<file path="config.mk">
export PLATFORM = sky130hd
export DESIGN_NAME = morse_key_encoder_flat
export DESIGN_NICKNAME = d
export VERILOG_FILES = /design/src/rtl/morse_key_encoder_if.sv /design/src/rtl/morse_key_encoder.sv /design/src/flat_wrapper.sv
export SDC_FILE = /design/constraint.sdc
export NUM_CORES = 1
export LEC_CHECK = 0
export CORE_ASPECT_RATIO = 0.8
export CORE_MARGIN = 2
export CORE_UTILIZATION = 58
export DETAILED_ROUTE_END_ITERATION = 8
export PLACE_DENSITY_LB_ADDON = 0.25
export SLEW_MARGIN = 20
export SYNTH_ARGS = -nofsm -noshare
export SYNTH_HDL_FRONTEND = slang
export SYNTH_SLANG_ARGS = --single-unit
</file>
<file path="constraint.sdc">
create_clock -name CLK -period 9.85 [get_ports CLK]
set_input_delay 2.4625 -clock CLK [delete_from_list [all_inputs] [get_ports CLK]]
set_output_delay 2.4625 -clock CLK [all_outputs]
set_load 0.05 [all_outputs]
</file>
<file path="src/rtl/morse_key_encoder_if.sv">
// Key-side interface of the Morse key encoder: raw key in, committed code and status out.
interface morse_key_encoder_if;
   logic        KEY;
   logic [15:0] MOSE;
   logic        MOSE_VLD;
   logic        BUSY;
   logic        OVF;

   modport master (
      output KEY,
      input  MOSE,
      input  MOSE_VLD,
      input  BUSY,
      input  OVF
   );

   modport slave (
      input  KEY,
      output MOSE,
      output MOSE_VLD,
      output BUSY,
      output OVF
   );
endinterface

</file>
<file path="src/rtl/morse_key_encoder.sv">
// Debounces a push-button key, classifies dot/dash and packs one MOSE code per letter.
// Optional word-space emission after long idle is enabled with `define MORSE_WORD_GAP_EN.
module morse_key_encoder #(
   parameter int unsigned DEBOUNCE_CYC = 500000,
   parameter int unsigned DASH_CYC     = 30000000,
   parameter int unsigned GAP_CYC      = 80000000,
   parameter int unsigned WORD_CYC     = 160000000,
   parameter int unsigned CNT_W        = 28
) (
   input logic               CLK,
   input logic               RST,
   morse_key_encoder_if.slave bus
);

   typedef enum logic [1:0] {StIdle, StPress, StGap} state_t;

   logic [1:0]       sync_q;
   logic             db_q;
   logic [CNT_W-1:0] db_cnt_q;
   logic             db_differ;
   logic             db_flip;
   logic             key_rise;
   logic             key_fall;

   state_t           state_q, state_d;
   logic [CNT_W-1:0] timer_q, timer_d;
   logic [CNT_W-1:0] timer_inc;
   logic [15:0]      acc_q, acc_d;
   logic             ovf_flag_q, ovf_flag_d;
   logic [15:0]      mose_q, mose_d;
   logic             vld_q, vld_d;
   logic             ovf_q, ovf_d;
   logic             is_dash;
`ifdef MORSE_WORD_GAP_EN
   logic             armed_q, armed_d;
`endif

   assign db_differ = (sync_q[1] != db_q);
   assign db_flip   = db_differ && (db_cnt_q == CNT_W'(DEBOUNCE_CYC - 1));
   // Edge events fire in the cycle the debounced key is about to change.
   assign key_rise  = db_flip && sync_q[1];
   assign key_fall  = db_flip && !sync_q[1];

   always_ff @(posedge CLK or posedge RST) begin
      if (RST) begin
         sync_q   <= 2'b00;
         db_q     <= 1'b0;
         db_cnt_q <= '0;
      end else begin
         sync_q <= {sync_q[0], bus.KEY};
         if (db_flip) begin
            db_q     <= sync_q[1];
            db_cnt_q <= '0;
         end else if (db_differ) begin
            db_cnt_q <= db_cnt_q + CNT_W'(1);
         end else begin
            db_cnt_q <= '0;
         end
      end
   end

   assign timer_inc = (timer_q == '1) ? timer_q : timer_q + CNT_W'(1);
   // Press length counts the cycle of the fall itself, so compare the incremented value.
   assign is_dash   = (timer_inc >= CNT_W'(DASH_CYC));

   always_comb begin
      state_d    = state_q;
      timer_d    = timer_q;
      acc_d      = acc_q;
      ovf_flag_d = ovf_flag_q;
      mose_d     = mose_q;
      vld_d      = 1'b0;
      ovf_d      = ovf_q;
`ifdef MORSE_WORD_GAP_EN
      armed_d    = armed_q;
`endif
      unique case (state_q)
         StIdle: begin
            if (key_rise) begin
               state_d = StPress;
               timer_d = '0;
            end
`ifdef MORSE_WORD_GAP_EN
            else if (armed_q) begin
               if (timer_q == CNT_W'(WORD_CYC - 1)) begin
                  mose_d  = 16'h0020;
                  ovf_d   = 1'b0;
                  vld_d   = 1'b1;
                  armed_d = 1'b0;
                  timer_d = '0;
               end else begin
                  timer_d = timer_q + CNT_W'(1);
               end
            end
`endif
         end
         StPress: begin
            timer_d = timer_inc;
            if (key_fall) begin
               if (acc_q == 16'h0000) begin
                  acc_d = is_dash ? 16'h0003 : 16'h0001;
               end else if (is_dash) begin
                  if (acc_q[15:13] != 3'b000) ovf_flag_d = 1'b1;
                  else                        acc_d = {acc_q[12:0], 3'b011};
               end else begin
                  if (acc_q[15:14] != 2'b00) ovf_flag_d = 1'b1;
                  else                       acc_d = {acc_q[13:0], 2'b01};
               end
               state_d = StGap;
               timer_d = '0;
            end
         end
         StGap: begin
            if (key_rise) begin
               state_d = StPress;
               timer_d = '0;
            end else if (timer_q == CNT_W'(GAP_CYC - 1)) begin
               mose_d     = ovf_flag_q ? 16'h0000 : acc_q;
               ovf_d      = ovf_flag_q;
               vld_d      = 1'b1;
               acc_d      = 16'h0000;
               ovf_flag_d = 1'b0;
`ifdef MORSE_WORD_GAP_EN
               armed_d    = 1'b1;
`endif
               state_d    = StIdle;
               timer_d    = '0;
            end else begin
               timer_d = timer_q + CNT_W'(1);
            end
         end
         default: begin
            state_d = StIdle;
            timer_d = '0;
         end
      endcase
   end

   always_ff @(posedge CLK or posedge RST) begin
      if (RST) begin
         state_q    <= StIdle;
         timer_q    <= '0;
         acc_q      <= 16'h0000;
         ovf_flag_q <= 1'b0;
         mose_q     <= 16'h0000;
         vld_q      <= 1'b0;
         ovf_q      <= 1'b0;
`ifdef MORSE_WORD_GAP_EN
         armed_q    <= 1'b0;
`endif
      end else begin
         state_q    <= state_d;
         timer_q    <= timer_d;
         acc_q      <= acc_d;
         ovf_flag_q <= ovf_flag_d;
         mose_q     <= mose_d;
         vld_q      <= vld_d;
         ovf_q      <= ovf_d;
`ifdef MORSE_WORD_GAP_EN
         armed_q    <= armed_d;
`endif
      end
   end

   assign bus.MOSE     = mose_q;
   assign bus.MOSE_VLD = vld_q;
   assign bus.BUSY     = (state_q != StIdle);
   assign bus.OVF      = ovf_q;

endmodule
</file>
<file path="src/flat_wrapper.sv">
// flat-port wrapper written by rule: the top's interface ports become plain ports
module morse_key_encoder_flat 
#(
   parameter int unsigned DEBOUNCE_CYC = 500000,
   parameter int unsigned DASH_CYC     = 30000000,
   parameter int unsigned GAP_CYC      = 80000000,
   parameter int unsigned WORD_CYC     = 160000000,
   parameter int unsigned CNT_W        = 28
)
  (CLK, RST, bus_KEY, bus_MOSE, bus_MOSE_VLD, bus_BUSY, bus_OVF);
  morse_key_encoder_if bus_i ();
  input logic CLK;
  input logic RST;
  input wire logic [$bits(bus_i.KEY)-1:0] bus_KEY;
  output wire logic [$bits(bus_i.MOSE)-1:0] bus_MOSE;
  output wire logic [$bits(bus_i.MOSE_VLD)-1:0] bus_MOSE_VLD;
  output wire logic [$bits(bus_i.BUSY)-1:0] bus_BUSY;
  output wire logic [$bits(bus_i.OVF)-1:0] bus_OVF;
  assign bus_i.KEY = bus_KEY;
  assign bus_MOSE = bus_i.MOSE;
  assign bus_MOSE_VLD = bus_i.MOSE_VLD;
  assign bus_BUSY = bus_i.BUSY;
  assign bus_OVF = bus_i.OVF;
  morse_key_encoder #(.DEBOUNCE_CYC(DEBOUNCE_CYC), .DASH_CYC(DASH_CYC), .GAP_CYC(GAP_CYC), .WORD_CYC(WORD_CYC), .CNT_W(CNT_W)) u_core (.CLK(CLK), .RST(RST), .bus(bus_i));
endmodule
</file>
==> results.ini, run 1 <==
[status]
status = completed

[grt]
grt_max_degree = 61
grt_pass1_vias = 4226
antenna_found_initial = 0
grt_overflow = 0
gr-usage-all-layers_pct = 25.4
grt_pass1_wl_mm = 21.2

[yosys]
synth-edff-count = 0
synth_mux_area_share_pct = 6.94
synth-xor-area-share_pct = 5.26
synthSimpleGateAreaFrac_pct = 26.0
yosysTopAreaCellShare_pct = 43.7
synth_compound_area_share_pct = 12.9
syn_nets = 617
avgSynthCellArea_um2 = 9.04
synth_flop_cell = dfrtp_1
synth.distinct_cells = 64
ys_async_sr_fraction_pct = 100
synth.ff_latch_count = 96
synthCells = 608
synth_top_family_by_area = simple AND/OR/NAND/NOR gates
syn_area_um2 = 5500
synth_fa_ha_area_share_pct = 1.37
yosysTopAreaCell = dfrtp_1
synth_area_leaders = dfrtp_1, nand2_1, nor2_1, o21ai_0, a21oi_1
synth_warnings = 0
ys_seq_area_share_pct = 43.7

[timing]
max_slew_margin_pct = 40.4
tightest_slew_ps = 894
setup_tns_ps = 0
fmax_mhz = 221
skew_ps = 7.77
rsz0062_at_grt = no
period_minus_slack_ps = 4520
hold_viol_final = 0
finalWorstSetupSlack_ps = 5330
report.final.slew_viol_count = 0
finalSetupViolations = 0
finalCritPeriodShare_pct = 45.9

[final_layout]
fill_cells = 698
drive_above_1_share_pct = 8.58
final_cell_mix = dfrtp_1, nand2_1, nor2_1
diodes = 0
area_growth_pct = 10.4
utilization_pct = 66.6
fin_nets = 622
final_common_cell = dfrtp_1

[worst_setup_path]
crit_buf_inv = 3
cpMostUsedCell = inv_1
cp.depth = 4
critPathCaptureType = output port
critPathKind = reg2out
crit_path_max_incr_delay_ps = 850
slowest_stage = clkdlybuf4s50_1
path_delay_family = buffers and inverters
cp_max_fo = 4
crit_arrival_ps = 2050
cp.required_ps = 7390
start_kind = flop
reg2reg_depth = 9
reg2reg_from = u_core.timer_q[11]$_DFFE_PP0N_
r2r-end = u_core.acc_q[10]$_DFFE_PP0P_
r2r_setup_slack_ps = 5460
path_cells = inv_1, ha_1, inv_1, clkdlybuf4s50_1

[detailed_routing]
routed_via_density = 6.13
finalWirelength_mm = 12.3
dr.pass1.iters = 6
vias = 4496
wl_met3_um = 595
ant_nets = 0
route.detailed.drc = 0
wl_met2_mm = 5.49
m1WireLength_mm = 5.99
drtIter0Drc = 333
drt-wirelength-per-cell_um = 16.7
routed.top_layer = met4

[clock_network]
cts_tree = done
clockBufferDepth = 2
cts_resized = 0
clkLatencyLatePin_ps = 350
postCtsHoldBufs = 0
clk_pin_slew_ps = 70
cts.htree.levels = 3
cts_buffers = 9
cts_root_buf = clkbuf_16
cts_setup_buffers = 0
clkSinkCount = 96

[power_and_ir_drop]
power_density_nw_per_um2 = 135
peakVddDrop_v = 0.000112
power_leakage_nw = 2.55

[run]
max_cap_viol_count = 0

[die]
die_width_um = 113
dieArea_um2 = 10300
initial_core_util_pct = 60.3
die_h_um = 91.1
ios = 22
rows = 31
coreArea_um2 = 9110

[placement]
io_buffers = 21
place_congestion = 0.950
dp_hpwl_mm = 8.31
pre_cts_ws_ps = 5550

[worst_hold_path]
hold_path_depth = 0
holdPathEnd = u_core.sync_q[1]$_DFF_PP0_
hold_path_class = reg2reg
hold_start = u_core.sync_q[0]$_DFF_PP0_

through the flow:
step           cells  total power [mW]  hold WS (ps)  area, um^2
6_report         733             0.820           352        6070
5_1_grt          733             0.843           365        6070
3_3_place_gp     717             0.418           337        5720
4_1_cts          733             0.826           352        6070
3_5_place_dp     717             0.418           337        5720
2_1_floorplan    608             0.413           331        5500
worst max path at each step:
stage / startpoint / endpoint / slack, ps
after floorplan: RST / u_core.acc_q[0]$_DFFE_PP0P_ / 4880
after global placement: u_core.timer_q[11]$_DFFE_PP0N_ / u_core.acc_q[12]$_DFFE_PP0P_ / 5650
after detailed placement: u_core.timer_q[0]$_DFFE_PP0N_ / u_core.acc_q[10]$_DFFE_PP0P_ / 5550
after CTS: u_core.state_q[0]$_DFFE_PP0P_ / bus_BUSY / 5330
after global routing: u_core.timer_q[0]$_DFFE_PP0N_ / u_core.acc_q[10]$_DFFE_PP0P_ / 5050
final: u_core.state_q[0]$_DFFE_PP0P_ / bus_BUSY / 5330
flip-flops by register name (all words and copies together), names as in the netlist, 2 cells and up:
name and count:
u_core.state_q 2, u_core.timer_q 28, u_core.acc_q 16, u_core.sync_q 2, u_core.db_cnt_q 28, u_core.bus.MOSE 16
metal layers:
metal  GRT usage, %  vias up
li1               -     2162
met1           37.8     2184
met2           37.6      131
met3           4.74       19
met4           8.03        0
met5              0        -
power breakdown:
group / switching (mW) / internal [mW]
registers: 0.00159 / 0.395
clock network: 0.159 / 0.252
logic: 0.0106 / 0.00222
layout make-up:
class	instances	area (um^2)	area share [%]
Timing Repair Buffer	24	233	3.84
Multi-Input combinational cell	470	2890	47.6
Tap cell	115	144	2.37
Clock inverter	7	128	2.10
Sequential cell	96	2400	39.6
Inverter	12	47.5	0.784
Clock buffer	9	225	3.71
cell families (layout without fill, tap and decap cells):
family | Yosys count | after routing
xor+xnor | 33 | 33
fa+ha+maj | 6 | 6
mux | 32 | 32
compound gates | 120 | 120
simple gates | 279 | 279
flops | 96 | 96
buf+inv | 42 | 52
synth_stat cells, types with 3 or more instances:
master,n
inv_1,11
a21oi_1,33
nand3_1,24
o22a_1,6
buf_4,3
and3_1,17
mux2_4,10
nor2_1,67
xor2_1,18
and2_1,5
nand2_1,81
ha_1,6
nor3_1,11
clkbuf_1,15
nor3b_1,3
nor4_1,14
xnor2_1,15
nor4b_1,3
mux2_2,9
o21ai_0,41
buf_2,8
o2bb2ai_1,3
mux2i_1,13
dfrtp_1,96
o21ai_1,8
nand2b_1,19
a31oi_1,11
nand4_1,12
Power figures use the tool's default switching activity.
==> inputs of run 2 (changes only) <==
--- a/config.mk
+++ b/config.mk
@@ -7,7 +7,7 @@
 export LEC_CHECK = 0
 export CORE_ASPECT_RATIO = 0.8
 export CORE_MARGIN = 2
-export CORE_UTILIZATION = 58
+export CORE_UTILIZATION = 55
 export DETAILED_ROUTE_END_ITERATION = 8
 export PLACE_DENSITY_LB_ADDON = 0.25
 export SLEW_MARGIN = 20
==> constraint.sdc (replaced) <==
create_clock -name CLK -period 4 [get_ports CLK]
set_input_delay 1 -clock CLK [delete_from_list [all_inputs] [get_ports CLK]]
set_output_delay 1 -clock CLK [all_outputs]
set_load 0.05 [all_outputs]
==> results.ini, run 2 (synthesized netlist as in run 1, its figures left out) <==
[final_layout]
fill_cells = 819  ; +17%
postLayoutCellArea_um2 = 6170  ; +1.8%
diodes = 0  ; unchanged
area_growth_pct = 12.3
drive_above_1_share_pct = 10.2  ; +1.6 points
top_regs = u_core.db_cnt_q (28), u_core.timer_q (28)
final_cell_mix = dfrtp_1, nand2_1, nor2_1
final_common_cell = dfrtp_1
fin_nets = 633  ; +1.8%
utilization_pct = 63.7  ; -2.8 points

[die]
dieArea_um2 = 10800  ; +5.2%
rows = 32  ; +3.2%
die_width_um = 116  ; +2.6%
ios = 22  ; unchanged
coreArea_um2 = 9690  ; +6.3%
initial_core_util_pct = 56.7  ; -3.6 points
die_h_um = 93.4  ; +2.6%

[clock_network]
cts_tree = done
clkSinkCount = 96  ; unchanged
clockBufferDepth = 2  ; unchanged
clk_pin_slew_ps = 70  ; about the same
cts_buffers = 9  ; unchanged
cts_setup_buffers = 0  ; unchanged
cts_resized = 0  ; unchanged
postCtsHoldBufs = 0  ; unchanged
cts_root_buf = clkbuf_16
clkLatencyLatePin_ps = 350  ; about the same
cts.htree.levels = 3  ; unchanged

[detailed_routing]
drtIter0Drc = 400  ; +20%
dr.pass1.iters = 5  ; -1
vias = 4546  ; +1.1%
ant_nets = 0  ; unchanged
finalWirelength_mm = 12.3  ; +0.45%
drt-wirelength-per-cell_um = 16.1  ; -3.8%
routed_via_density = 5.94  ; -3.1%
route.detailed.drc = 0  ; unchanged

[power_and_ir_drop]
power_density_nw_per_um2 = 319  ; +140%
peakVddDrop_v = 0.000209  ; +86%
power_mw = 1.97  ; +140%
power_leakage_nw = 2.60  ; +2.2%

[timing]
period_minus_slack_ps = 3680
max_slew_margin_pct = 41.1  ; +0.75 points
holdWs_ps = 352  ; +0.0100 ps
finalSetupViolations = 0  ; unchanged
report.final.slew_viol_count = 0  ; unchanged
fmax_mhz = 272
hold_viol_final = 0  ; unchanged
setup_tns_ps = 0  ; unchanged
rsz0062_at_grt = no
tightest_slew_ps = 881  ; -12.5 ps
skew_ps = 8.09  ; +0.325 ps
finalCritPeriodShare_pct = 92.0

[worst_setup_path]
cp.required_ps = 4240  ; -3150 ps
crit_arrival_ps = 3920  ; +1870 ps
crit_buf_inv = 0  ; -3
crit_path_max_incr_delay_ps = 670  ; -180 ps
start_kind = flop
path_delay_family = simple AND/OR/NAND/NOR gates
critPathCaptureType = flop
path_cells = or4b_1, or4b_4, or4_4, o21ai_4, nand2_1, a21oi_2, o211a_1, mux2_2
cp_max_fo = 16  ; +12
critPathKind = reg2reg
slowest_stage = o211a_1

[worst_hold_path]
hold_path_class = reg2reg

[placement]
place_congestion = 0.940  ; -1.1%
dp_hpwl_mm = 8.32  ; +0.13%
post_dp_cell_area_um2 = 5840  ; +2.1%
io_buffers = 21  ; unchanged

[grt]
grt_overflow = 0  ; unchanged
grt_pass1_wl_mm = 21.0  ; -1.1%
antenna_found_initial = 0  ; unchanged
grt_pass1_vias = 4430  ; +4.8%
gr-usage-all-layers_pct = 24.4  ; -0.97 points
grt_max_degree = 50  ; -18%

[status]
status = completed

[run]
max_cap_viol_count = 0  ; unchanged

==> run 2: path summary, 6_finish.rpt <==
path                                          startpoint                              to  slack (ps)  depth (start not counted)
min in group asynchronous                            RST   u_core.db_cnt_q[24]$_DFF_PP0_        1080                          2
setup / recovery           u_core.db_cnt_q[10]$_DFF_PP0_    u_core.acc_q[12]$_DFFE_PP0P_         320                          8
max in group asynchronous                            RST  u_core.timer_q[10]$_DFFE_PP0N_        2250                          3
setup reg to reg           u_core.db_cnt_q[10]$_DFF_PP0_    u_core.acc_q[12]$_DFFE_PP0P_         320                          8
hold reg to reg               u_core.sync_q[0]$_DFF_PP0_      u_core.sync_q[1]$_DFF_PP0_         350                          0
hold / removal                u_core.sync_q[0]$_DFF_PP0_      u_core.sync_q[1]$_DFF_PP0_         350                          0
==> run 2: layer usage <==
| layer | up-vias | track usage, % | part of all wire, % |
|---|---|---|---|
| li1 | 2176 | - | - |
| met5 | - | 0 | 0 |
| met1 | 2213 | 34.8 | 48 |
| met2 | 141 | 38.1 | 46 |
| met4 | 0 | 7.74 | 1.2 |
| met3 | 16 | 4.28 | 5.2 |
==> run 2: through the flow <==
stage	setup slack [ps]	cells
6_report	320	765
4_1_cts	318	765
2_1_floorplan	495	608
3_3_place_gp	420	749
3_5_place_dp	340	749
5_1_grt	150	765
==> run 2: layout make-up <==
class | instances | area (um^2) | area share [%]
timing repair buffer | 35 | 328 | 5.31
tap | 136 | 170 | 2.76
inverter | 12 | 47.5 | 0.770
sequential | 96 | 2400 | 38.9
clock buffer | 11 | 253 | 4.09
multi-input combinational | 470 | 2890 | 46.8
clock inverter | 5 | 85.1 | 1.38
==> run 2: report_power, final <==
group / internal, mW / leakage (nW) / total, mW / switching (mW)
Combinational: 0.00677 / 1.10 / 0.0322 / 0.0254
Sequential: 0.974 / 1.33 / 0.978 / 0.00425
Clock: 0.586 / 0.163 / 0.959 / 0.372
Total: 1.57 / 2.60 / 1.97 / 0.402
==> run 2: worst register-to-register path: stages, from the launching register on <==
cell and delay [ps]:
dfrtp_1 440, or4b_1 520, or4b_4 550, or4_4 580, o21ai_4 190, nand2_1 90
a21oi_2 120, o211a_1 670, mux2_2 420
==> inputs of run 3 (changes only) <==
--- a/config.mk
+++ b/config.mk
@@ -5,10 +5,10 @@
 export SDC_FILE = /design/constraint.sdc
 export NUM_CORES = 1
 export LEC_CHECK = 0
-export CORE_ASPECT_RATIO = 0.8
 export CORE_MARGIN = 2
 export CORE_UTILIZATION = 55
 export DETAILED_ROUTE_END_ITERATION = 8
+export GPL_TIMING_DRIVEN = 0
 export PLACE_DENSITY_LB_ADDON = 0.25
 export SLEW_MARGIN = 20
 export SYNTH_ARGS = -nofsm -noshare
==> results.ini, run 3 (synthesized netlist as in run 1, its figures left out) <==
[run]
max_cap_viol_count = 0  ; unchanged

[die]
dieArea_um2 = 10800  ; about the same
rows = 36  ; +13%
die_h_um = 104  ; +11%
die_width_um = 104  ; -10%
coreArea_um2 = 9730  ; +0.41%
ios = 22  ; unchanged
initial_core_util_pct = 56.5  ; -0.23 points

[detailed_routing]
dr.pass1.iters = 5  ; unchanged
route.detailed.drc = 0  ; unchanged
routed_via_density = 5.92  ; -0.31%
ant_nets = 0  ; unchanged
drtIter0Drc = 230  ; -43%
finalWirelength_mm = 12.6  ; +2.1%
vias = 4615  ; +1.5%
drt-wirelength-per-cell_um = 16.1  ; +0.22%

[power_and_ir_drop]
power_mw = 1.65  ; -16%
peakVddDrop_v = 0.000207  ; -0.87%
power_density_nw_per_um2 = 269  ; -16%
power_leakage_nw = 2.58  ; -0.75%

[grt]
grt_overflow = 0  ; unchanged
grt_pass1_wl_mm = 21.3  ; +1.6%
gr-usage-all-layers_pct = 23.8  ; -0.61 points
grt_pass1_vias = 4464  ; +0.77%
grt_max_degree = 55  ; +10%
antenna_found_initial = 0  ; unchanged

[placement]
dp_hpwl_mm = 8.90  ; +6.9%
post_dp_cell_area_um2 = 5910  ; +1.2%
pre_cts_ws_ps = 341  ; +1.12 ps
io_buffers = 21  ; unchanged
numPlacedInstances = 763  ; +1.9%
place_congestion = 0.935  ; -0.59%

[worst_setup_path]
start_kind = flop
path_cells = or4b_1, or4b_4, nor4_1, a21oi_1, o2bb2ai_1, or2_1, buf_4, buf_6, a21oi_1, o21ai_1, o21ai_1
cp.required_ps = 4240  ; about the same
slowest_stage = nor4_1
r2r_setup_slack_ps = 240  ; -80 ps
critPathCaptureType = flop
crit_path_max_incr_delay_ps = 650  ; -20 ps
crit_arrival_ps = 3990  ; +70 ps
cp_max_fo = 10  ; -6
crit_buf_inv = 2  ; +2
critPathKind = reg2reg
path_delay_family = simple AND/OR/NAND/NOR gates

[status]
status = completed

[final_layout]
diodes = 0  ; unchanged
fill_cells = 829  ; +1.2%
postLayoutCellArea_um2 = 6120  ; -0.93%
area_growth_pct = 11.3
top_regs = u_core.db_cnt_q (28), u_core.timer_q (28)
drive_above_1_share_pct = 10.1  ; -0.11 points
final_common_cell = dfrtp_1
final_cell_mix = dfrtp_1, nand2_1, nor2_1
finalNonFillerCells = 779  ; +1.8%
utilization_pct = 62.9  ; -0.85 points
fin_nets = 650  ; +2.7%

[clock_network]
cts_root_buf = clkbuf_8
clkSinkCount = 96  ; unchanged
cts_tree = done
clockBufferDepth = 2  ; unchanged
cts.htree.levels = 3  ; unchanged
clkLatencyLatePin_ps = 370  ; +20 ps
cts_setup_buffers = 0  ; unchanged
clk_pin_slew_ps = 100  ; +30 ps
cts_buffers = 9  ; unchanged

[timing]
period_minus_slack_ps = 3760  ; +77.7 ps
fmax_mhz = 266  ; -2.1%
tightest_slew_ps = 775  ; -106 ps
hold_viol_final = 0  ; unchanged
finalSetupViolations = 0  ; unchanged
finalWorstSetupSlack_ps = 243  ; -77.7 ps
finalCritPeriodShare_pct = 93.9  ; +1.9 points
setup_tns_ps = 0  ; unchanged
holdWs_ps = 353  ; +1.24 ps
rsz0062_at_grt = no
skew_ps = 15.9  ; +7.76 ps
max_slew_margin_pct = 47.9  ; +6.8 points
report.final.slew_viol_count = 0  ; unchanged

[worst_hold_path]
hold_path_class = reg2reg

-- run 3: changes by cell type in the layout (fill, tap and decap cells not counted), sizes merged --
cell | previous run | this run
clkbuf | 11 | 25
bufinv | 2 | 0
buf | 14 | 16
inv | 13 | 15
clkinvlp | 1 | 0
clkinv | 1 | 3
-- run 3: final timing paths --
check | startpoint | end | cells after the start
worst max-delay path | u_core.db_cnt_q[11]$_DFF_PP0_ | u_core.timer_q[20]$_DFFE_PP0N_ | 11
worst min-delay path | u_core.sync_q[0]$_DFF_PP0_ | u_core.sync_q[1]$_DFF_PP0_ | 0
worst max register to register | u_core.db_cnt_q[11]$_DFF_PP0_ | u_core.timer_q[20]$_DFFE_PP0N_ | 11
worst min register to register | u_core.sync_q[0]$_DFF_PP0_ | u_core.sync_q[1]$_DFF_PP0_ | 0
max in group asynchronous | RST | u_core.timer_q[8]$_DFFE_PP0N_ | 3
min in group asynchronous | RST | u_core.bus.MOSE[15]$_DFFE_PP0P_ | 2
-- run 3: power breakdown --
group          switching (mW)  internal [mW]
Combinational          0.0275        0.00830
Clock                   0.377          0.259
Sequential            0.00247          0.973
Total                   0.407           1.24
-- run 3: worst register-to-register path, stage by stage (launching register included) --
cell and delay (ps):
dfrtp_1 430, or4b_1 550, or4b_4 550, nor4_1 650, a21oi_1 180, o2bb2ai_1 470, or2_1 170, buf_4 160
buf_6 160, a21oi_1 70, o21ai_1 150, o21ai_1 80
-- run 3: metal layers --
layer	routed length, um	up-vias	global-route usage, %
li1	-	2216	-
met1	5640	2223	33.0
met2	5980	153	38.5
met3	706	23	3.26
met4	241	0	8.49
met5	0	-	0
-- run 3: timing repair --
item,4_1_cts,5_1_grt
gates resized for setup,0,2
setup endpoints to repair,0,10
hold buffers,0,0
-- run 3: final cells by class --
type / count / area [um^2] / area share, %
multi-input combinational: 470 / 2900 / 47.4
sequential: 96 / 2400 / 39.3
timing repair buffer: 22 / 238 / 3.89
tap: 133 / 166 / 2.72
buffer: 30 / 165 / 2.70
clock buffer: 10 / 138 / 2.25
clock inverter: 6 / 57.6 / 0.941
inverter: 12 / 50.0 / 0.818
